### config.mk
export PLATFORM = sky130hd
export DESIGN_NAME = ddr_rd_return_flat
export DESIGN_NICKNAME = d
export VERILOG_FILES = /design/src/rtl/ddr_rd_return_pkg.sv /design/src/rtl/ddr_rd_return_if.sv /design/src/rtl/ddr_rd_return_fifo.sv /design/src/rtl/ddr_rd_return.sv /design/src/flat_wrapper.sv
export SDC_FILE = /design/constraint.sdc
export NUM_CORES = 1
export LEC_CHECK = 0
export BUFFER_PORTS_ARGS = -buffer_cell sky130_fd_sc_hd__buf_2
export CORE_MARGIN = 2
export CORE_UTILIZATION = 60
export DETAILED_ROUTE_END_ITERATION = 10
export HOLD_SLACK_MARGIN = 0.08
export PLACE_DENSITY = 0.79
export RECOVER_POWER = 50
export SETUP_SLACK_MARGIN = 0.4
export SYNTH_ARGS = -nofsm -noshare
export SYNTH_HDL_FRONTEND = slang
export SYNTH_SLANG_ARGS = --single-unit
### constraint.sdc
create_clock -name clock_t -period 11.05 [get_ports clock_t]
set_input_delay 2.21 -clock clock_t [delete_from_list [all_inputs] [get_ports clock_t]]
set_output_delay 2.21 -clock clock_t [all_outputs]
set_load 0.005 [all_outputs]
### src/rtl/ddr_rd_return_pkg.sv
// ddr_rd_return_pkg: shared types and constants for the DDR4 read-return path.
// Holds the returned word layout, assembler states and default geometry.
package ddr_rd_return_pkg;

  localparam int RD_CL         = 11;
  localparam int RD_BL         = 8;
  localparam int RD_TAG_WIDTH  = 4;
  localparam int RD_DQ_WIDTH   = 8;
  localparam int RD_FIFO_DEPTH = 4;

  typedef struct packed {
    logic [RD_TAG_WIDTH-1:0]      tag;
    logic [RD_DQ_WIDTH*RD_BL-1:0] data;
  } rd_return_type;

  typedef enum logic {
    RD_IDLE,
    RD_BURST
  } rd_asm_state_type;

  function automatic int rd_cnt_width(input int n);
    return (n > 1) ? $clog2(n) : 1;
  endfunction

endpackage

### src/rtl/ddr_rd_return_if.sv
// ddr_rd_return_if: valid/ready return channel carrying {tag, data}.
// master drives ret_valid/ret_tag/ret_data, slave drives ret_ready.
interface ddr_rd_return_if
  import ddr_rd_return_pkg::*;
#(
  parameter int TAG_WIDTH  = RD_TAG_WIDTH,
  parameter int DATA_WIDTH = RD_DQ_WIDTH * RD_BL
);

  logic                  ret_valid;
  logic                  ret_ready;
  logic [TAG_WIDTH-1:0]  ret_tag;
  logic [DATA_WIDTH-1:0] ret_data;

  modport master (
    output ret_valid,
    output ret_tag,
    output ret_data,
    input  ret_ready
  );

  modport slave (
    input  ret_valid,
    input  ret_tag,
    input  ret_data,
    output ret_ready
  );

endinterface

### src/rtl/ddr_rd_return_fifo.sv
// rd_return_fifo: first-word-fall-through queue, DEPTH a power of 2.
// Ports: push/push_data, pop/pop_data (0 when empty), full, empty, count.
module rd_return_fifo #(
  parameter  int DEPTH = 4,
  parameter  int WIDTH = 8,
  localparam int AW    = $clog2(DEPTH)
) (
  input  logic             clock_t,
  input  logic             reset_n,
  input  logic             push,
  input  logic [WIDTH-1:0] push_data,
  input  logic             pop,
  output logic [WIDTH-1:0] pop_data,
  output logic             full,
  output logic             empty,
  output logic [AW:0]      count
);

  logic [WIDTH-1:0] mem [DEPTH];
  logic [AW:0]      wr_ptr;
  logic [AW:0]      rd_ptr;
  logic             do_push;
  logic             do_pop;

  assign count    = wr_ptr - rd_ptr;
  assign empty    = wr_ptr == rd_ptr;
  assign full     = (wr_ptr[AW] != rd_ptr[AW]) &&
                    (wr_ptr[AW-1:0] == rd_ptr[AW-1:0]);
  assign do_push  = push && !full;
  assign do_pop   = pop && !empty;
  assign pop_data = empty ? '0 : mem[rd_ptr[AW-1:0]];

  always_ff @(posedge clock_t) begin
    if (do_push) mem[wr_ptr[AW-1:0]] <= push_data;
  end

  always_ff @(posedge clock_t or negedge reset_n) begin
    if (!reset_n) begin
      wr_ptr <= '0;
      rd_ptr <= '0;
    end else begin
      if (do_push) wr_ptr <= wr_ptr + 1'b1;
      if (do_pop)  rd_ptr <= rd_ptr + 1'b1;
    end
  end

endmodule

### src/rtl/ddr_rd_return.sv
// ddr_rd_return: READ CAS delay line, burst assembler and return queue.
// Ports: rd_issue/rd_tag/rd_credit, dq_lo/dq_hi/dbi_n, ret (if), proto_err; RD_DBI_EN enables DBI.
module ddr_rd_return
  import ddr_rd_return_pkg::*;
#(
  parameter int DQ_WIDTH   = RD_DQ_WIDTH,
  parameter int BL         = RD_BL,
  parameter int CL         = RD_CL,
  parameter int TAG_WIDTH  = RD_TAG_WIDTH,
  parameter int FIFO_DEPTH = RD_FIFO_DEPTH
) (
  input  logic                    clock_t,
  input  logic                    reset_n,
  input  logic                    rd_issue,
  input  logic [TAG_WIDTH-1:0]    rd_tag,
  output logic                    rd_credit,
  input  logic [DQ_WIDTH-1:0]     dq_lo,
  input  logic [DQ_WIDTH-1:0]     dq_hi,
  input  logic [2*(DQ_WIDTH/8)-1:0] dbi_n,
  ddr_rd_return_if.master         ret,
  output logic                    proto_err
);

  localparam int NB  = DQ_WIDTH / 8;
  localparam int BW  = 2 * DQ_WIDTH;
  localparam int NBT = BL / 2;
  localparam int CW  = rd_cnt_width(NBT);
  localparam int DW  = DQ_WIDTH * BL;
  localparam int FW  = TAG_WIDTH + DW;
  localparam int QW  = $clog2(FIFO_DEPTH) + 1;
  localparam logic [CW-1:0] LAST = CW'(NBT - 1);

  logic [CL-1:0]        dl_v;
  logic [TAG_WIDTH-1:0] dl_tag [CL];
  logic                 tail_v;
  logic [TAG_WIDTH-1:0] tail_tag;
  logic                 issue_ok;

  rd_asm_state_type     state_q;
  logic [CW-1:0]        bcnt_q;
  logic [TAG_WIDTH-1:0] tag_q;
  logic [NBT-1:0][BW-1:0] data_q;
  logic [NBT-1:0][BW-1:0] data_mrg;
  logic [BW-1:0]        beat;
  logic                 burst_done;
  logic                 burst_next;

  logic [FW-1:0]        head;
  logic                 fifo_empty;
  logic                 fifo_full_unused;
  logic [QW-1:0]        fifo_cnt;
  logic                 pop;
  int                   inflight_d;

  assign tail_v   = dl_v[CL-1];
  assign tail_tag = dl_tag[CL-1];
  assign issue_ok = rd_issue && rd_credit;

`ifdef RD_DBI_EN
  function automatic logic [DQ_WIDTH-1:0] dbi_fix(
    input logic [DQ_WIDTH-1:0] b,
    input logic [NB-1:0]       f
  );
    logic [DQ_WIDTH-1:0] r;
    r = b;
    for (int k = 0; k < NB; k++)
      if (!f[k]) r[8*k +: 8] = ~b[8*k +: 8];
    return r;
  endfunction

  assign beat = {dbi_fix(dq_hi, dbi_n[2*NB-1:NB]),
                 dbi_fix(dq_lo, dbi_n[NB-1:0])};
`else
  logic dbi_unused;
  assign dbi_unused = ^dbi_n;
  assign beat = {dq_hi, dq_lo};
`endif

  always_ff @(posedge clock_t or negedge reset_n) begin
    if (!reset_n) begin
      dl_v <= '0;
      for (int i = 0; i < CL; i++) dl_tag[i] <= '0;
    end else begin
      dl_v      <= {dl_v[CL-2:0], issue_ok};
      dl_tag[0] <= rd_tag;
      for (int i = 1; i < CL; i++) dl_tag[i] <= dl_tag[i-1];
    end
  end

  assign burst_done = (state_q == RD_BURST) && (bcnt_q == LAST);

  // Word pushed on the last beat already includes that beat.
  always_comb begin
    data_mrg         = data_q;
    data_mrg[bcnt_q] = beat;
  end

  always_ff @(posedge clock_t or negedge reset_n) begin
    if (!reset_n) begin
      state_q   <= RD_IDLE;
      bcnt_q    <= '0;
      tag_q     <= '0;
      data_q    <= '0;
      proto_err <= 1'b0;
    end else begin
      if (rd_issue && !rd_credit) proto_err <= 1'b1;
      unique case (state_q)
        RD_IDLE: begin
          if (tail_v) begin
            state_q   <= RD_BURST;
            bcnt_q    <= CW'(1);
            tag_q     <= tail_tag;
            data_q[0] <= beat;
          end
        end
        RD_BURST: begin
          data_q[bcnt_q] <= beat;
          if (!burst_done) begin
            bcnt_q <= bcnt_q + 1'b1;
            // a tail arriving mid-burst is dropped
            if (tail_v) proto_err <= 1'b1;
          end else if (tail_v) begin
            bcnt_q    <= CW'(1);
            tag_q     <= tail_tag;
            data_q[0] <= beat;
          end else begin
            state_q <= RD_IDLE;
            bcnt_q  <= '0;
          end
        end
        default: state_q <= RD_IDLE;
      endcase
    end
  end

  assign burst_next = (state_q == RD_IDLE) ? tail_v
                                           : (!burst_done || tail_v);

  // Credit counts every read not yet handed to the consumer.
  always_comb begin
    inflight_d = int'(issue_ok);
    for (int i = 0; i < CL-1; i++) inflight_d += int'(dl_v[i]);
    inflight_d += int'(burst_next);
    inflight_d += int'(fifo_cnt) + int'(burst_done) - int'(pop);
  end

  always_ff @(posedge clock_t or negedge reset_n) begin
    if (!reset_n) rd_credit <= 1'b1;
    else          rd_credit <= inflight_d < FIFO_DEPTH;
  end

  assign pop = ret.ret_valid && ret.ret_ready;

  rd_return_fifo #(
    .DEPTH (FIFO_DEPTH),
    .WIDTH (FW)
  ) u_fifo (
    .clock_t   (clock_t),
    .reset_n   (reset_n),
    .push      (burst_done),
    .push_data ({tag_q, data_mrg}),
    .pop       (pop),
    .pop_data  (head),
    .full      (fifo_full_unused),
    .empty     (fifo_empty),
    .count     (fifo_cnt)
  );

  assign ret.ret_valid = !fifo_empty;
  assign ret.ret_tag   = head[FW-1:DW];
  assign ret.ret_data  = head[DW-1:0];

endmodule

### src/flat_wrapper.sv
// flat-port wrapper written by rule: the top's interface ports become plain ports
module ddr_rd_return_flat import ddr_rd_return_pkg::*;
#(
  parameter int DQ_WIDTH   = RD_DQ_WIDTH,
  parameter int BL         = RD_BL,
  parameter int CL         = RD_CL,
  parameter int TAG_WIDTH  = RD_TAG_WIDTH,
  parameter int FIFO_DEPTH = RD_FIFO_DEPTH
)
  (clock_t, reset_n, rd_issue, rd_tag, rd_credit, dq_lo, dq_hi, dbi_n, proto_err, ret_ret_valid, ret_ret_tag, ret_ret_data, ret_ret_ready);
  ddr_rd_return_if #(.TAG_WIDTH(TAG_WIDTH)) ret_i ();
  input  logic clock_t;
  input  logic reset_n;
  input  logic rd_issue;
  input  logic [TAG_WIDTH-1:0] rd_tag;
  output logic rd_credit;
  input  logic [DQ_WIDTH-1:0] dq_lo;
  input  logic [DQ_WIDTH-1:0] dq_hi;
  input  logic [2*(DQ_WIDTH/8)-1:0] dbi_n;
  output logic proto_err;
  output wire logic [$bits(ret_i.ret_valid)-1:0] ret_ret_valid;
  output wire logic [$bits(ret_i.ret_tag)-1:0] ret_ret_tag;
  output wire logic [$bits(ret_i.ret_data)-1:0] ret_ret_data;
  input wire logic [$bits(ret_i.ret_ready)-1:0] ret_ret_ready;
  assign ret_ret_valid = ret_i.ret_valid;
  assign ret_ret_tag = ret_i.ret_tag;
  assign ret_ret_data = ret_i.ret_data;
  assign ret_i.ret_ready = ret_ret_ready;
  ddr_rd_return #(.DQ_WIDTH(DQ_WIDTH), .BL(BL), .CL(CL), .TAG_WIDTH(TAG_WIDTH), .FIFO_DEPTH(FIFO_DEPTH)) u_core (.clock_t(clock_t), .reset_n(reset_n), .rd_issue(rd_issue), .rd_tag(rd_tag), .rd_credit(rd_credit), .dq_lo(dq_lo), .dq_hi(dq_hi), .dbi_n(dbi_n), .ret(ret_i), .proto_err(proto_err));
endmodule
==> run_results.csv <==
group,metric,value,unit
status,outcome,"finished with violations",
status,violations,"capacitance limit, slew limit",
floorplan,ioPinCount,97,
sta,slew_viol_final,110,
yosys,syn_inst,847,
clock_tree,cts_max_level,2,
finish,final_cell_mix,"272 x edfxtp_1, 132 x dfrtp_1, 77 x buf_2, 69 x and2_1, 69 x mux2_2",
global_route,grt_max_degree,70,
floorplan,num_rows,60,
worst_setup_path,required,11.50,ns
sta,hold_ws,0.344,ns
worst_setup_path,critical_path_class,"register to register",
yosys,synth.distinct_cells,41,
clock_tree,clk_pin_slew_worst_paths,0.06,ns
yosys,syn_area,16300,um2
min_path,min-delay-path-class,"register to register",
finish,areaGrowthSynthToFinish,12.5,%
global_route,grt_pass1_wl,46900,um
power,p_leak,6.84,nW
floorplan,die_width,169,um
global_route,busiest_layer,"met2",
finish,nNetsFinal,1020,
global_route,antenna_found_initial,0,
sta,clock.fmax,134,MHz
worst_setup_path,critPathMaxFanout,39,
sta,min_period,7.46,ns
sta,tightest_slew,4.08,ns
worst_setup_path,cp-end-kind,"register",
finish,n_fill_cell,1696,
placement,dpl.hpwl,16400,um
clock_tree,cts_sinks,406,
sta,skew,0.0167,ns
clock_tree,postCtsSetupRepairBufs,0,
worst_setup_path,reg2reg_slack,3.59,ns
yosys,synth.avg_cell_area,19.2,um2
sta,rsz0062_at_grt,"false",
clock_tree,cts_resized,0,
finish,antenna_cells,0,
clock_tree,cts_tree,"yes",
routing,route.detailed.drc,0,
clock_tree,cts_inserted_buffers,40,
floorplan,core_region_area,26800,um2
finish,final_common_cell,"edfxtp_1",
routing,drtIter0Drc,562,
yosys,syn_nets,916,
power,vdd_drop_max,280,uV
worst_setup_path,timing.rr.start,"u_core.state_q",
min_path,hp-start,"u_core.dl_tag[17]",
sta,hold_viol,0,
clock_tree,clk_latency,0.53,ns
global_route,grt_pass1_vias,8284,
placement,gp_congestion,0.736,
sta,finalSetupViolations,0,
sta,finalCritPeriodShare,67.5,%
global_route,grt-ovfl-total,0,
routing,firstDrtPassIters,5,
routing,antenna_left,0,
placement,io_buffers,94,
worst_setup_path,r2r_cells,21,
placement,dp_cells,1250,
worst_setup_path,critPathLaunchType,"register",
global_route,use_met2,38.0,%
finish,layout.cells.non_filler,1322,
placement,pre_cts_ws,4.82,ns
worst_setup_path,worstReg2RegEnd,"u_core.rd_credit",
global_route,use_met1,29.6,%
yosys,ys_ff_latch,406,
yosys,yosysWarnings,0,
global_route,grt.total_usage,22.0,%
clock_tree,cts_root_buf,"clkbuf_16",
sta,slew_headroom,-172,%
routing,routed_wl,30200,um
worst_setup_path,crit_arrival,7.91,ns
routing,via_count,7801,
routing,post_drt_wl_per_cell,22.8,um
clock_tree,cts_hold_buffers,0,
clock_tree,clock_path_buffers,3,
routing,via_per_inst,5.90,
job,cap_violations,2,
global_route,gr-usage-met3,2.97,%
sta,tns,0,ns
floorplan,die_y,169,um
min_path,hold_path_depth,0,
sta,setup_slack,3.59,ns
floorplan,initial_utilization,60.8,%
floorplan,die-area,28500,um2
power,pwr_density_cell,340,nW/um2
finish,drive_gt1_share,29.8,%
yosys,ys_seq_area_share,70.8,%
min_path,min_to,"u_core.dl_tag[13]",
## registers in the layout, indices dropped and copies added, names as in the netlist, 3 cells and up
signal,flops
u_core.dl_tag,40
u_core.tail_tag,4
u_core.data_q,64
u_core.tag_q,4
u_core.dl_v,11
u_core.u_fifo.wr_ptr,3
u_core.u_fifo.mem,272
u_core.u_fifo.rd_ptr,3
## how the worst max path moves through the flow
| stage | to | depth (start not counted) | start |
|---|---|---|---|
| 2_1_floorplan | u_core.rd_credit | 16 | rd_issue |
| 3_3_place_gp | u_core.rd_credit | 17 | rd_issue |
| 3_5_place_dp | u_core.rd_credit | 17 | rd_issue |
| 4_1_cts | u_core.rd_credit | 17 | rd_issue |
| 5_1_grt | u_core.rd_credit | 21 | u_core.state_q |
| 6_report | u_core.rd_credit | 21 | u_core.state_q |
## power breakdown
part           leakage, nW  switching [W]  total, W  internal (W)
clock                0.652       0.000559   0.00134      0.000785
sequential            4.04       0.000180   0.00233       0.00215
combinational         2.15        0.00133   0.00256       0.00123
## Yosys cell counts (all sizes together)
master     n  area share (%)
edfxtp   272              50
mux2     134             9.3
dfrtp    133              20
and2      75             2.9
mux4      68             9.4
inv       36            0.83
ha        35             2.7
buf       22            0.85
clkbuf    17            0.39
fa         8            0.98
nand2      8            0.20
xor2       6            0.32
nor2       4           0.092
nand2b     3            0.12
xnor2      3            0.16
a211oi     2            0.12
a21oi      2           0.061
a22oi      2            0.12
a31oi      2           0.077
o21ai      2           0.061
a221o      1           0.061
a22o       1           0.054
a2bb2oi    1           0.054
a31o       1           0.054
dfstp      1            0.16
mux2i      1           0.061
nand3      1           0.031
nand3b     1           0.046
nand4b     1           0.054
nor2b      1           0.038
nor3       1           0.031
o211a      1           0.061
or2        1           0.038
## worst max-delay path: stages, from the launching register on
cell and delay [ns]:
dfrtp_1 0.32, clkbuf_1 1.83, nand2_1 1.32, inv_1 0.23, ha_1 0.20, ha_1 0.23, inv_1 0.06, ha_1 0.22
inv_1 0.06, ha_1 0.23, inv_1 0.09, fa_1 0.42, fa_1 0.54, inv_1 0.04, ha_1 0.20, a21oi_1 0.29
a21oi_1 0.13, o21ai_0 0.21, and2_1 0.17, ha_1 0.22, o211a_1 0.11, a31o_2 0.24
## layout make-up
class	count	area (um2)	share of cell area, %
clock buffers	54	1110	6.08
clock inverters	18	203	1.11
inverters	36	135	0.737
multi-input cells	366	4430	24.2
flip-flops and latches	406	11500	62.9
well taps	341	427	2.33
repair buffers	101	494	2.70
## stage by stage
| stage | utilization [%] | instance area [um2] | total power [W] |
|---|---|---|---|
| 2_1_floorplan | - | 16300 | 0.00423 |
| 3_3_place_gp | 63.6 | 17100 | 0.00486 |
| 3_5_place_dp | 63.6 | 17100 | 0.00496 |
| 4_1_cts | 68.5 | 18400 | 0.00633 |
| 5_1_grt | 68.4 | 18300 | 0.00665 |
| 6_report | 68.4 | 18300 | 0.00623 |
## metal layers
| layer | share of wire, % | routed length, um |
|---|---|---|
| met5 | 0 | 0 |
| met3 | 4.8 | 1450 |
| met4 | 2.0 | 617 |
| met1 | 42 | 12700 |
| met2 | 51 | 15400 |
## kinds of logic (layout without fill, tap and decap cells)
family / after synthesis / after routing / share of synthesized area, %
flops: 406 / 406 / 70.8
mux: 203 / 203 / 18.8
buf+inv: 75 / 209 / 2.07
simple gates: 96 / 96 / 3.54
fa+ha+maj: 43 / 43 / 3.67
compound gates: 15 / 15 / 0.730
xor+xnor: 9 / 9 / 0.484
(Power assumes the default switching activity.)
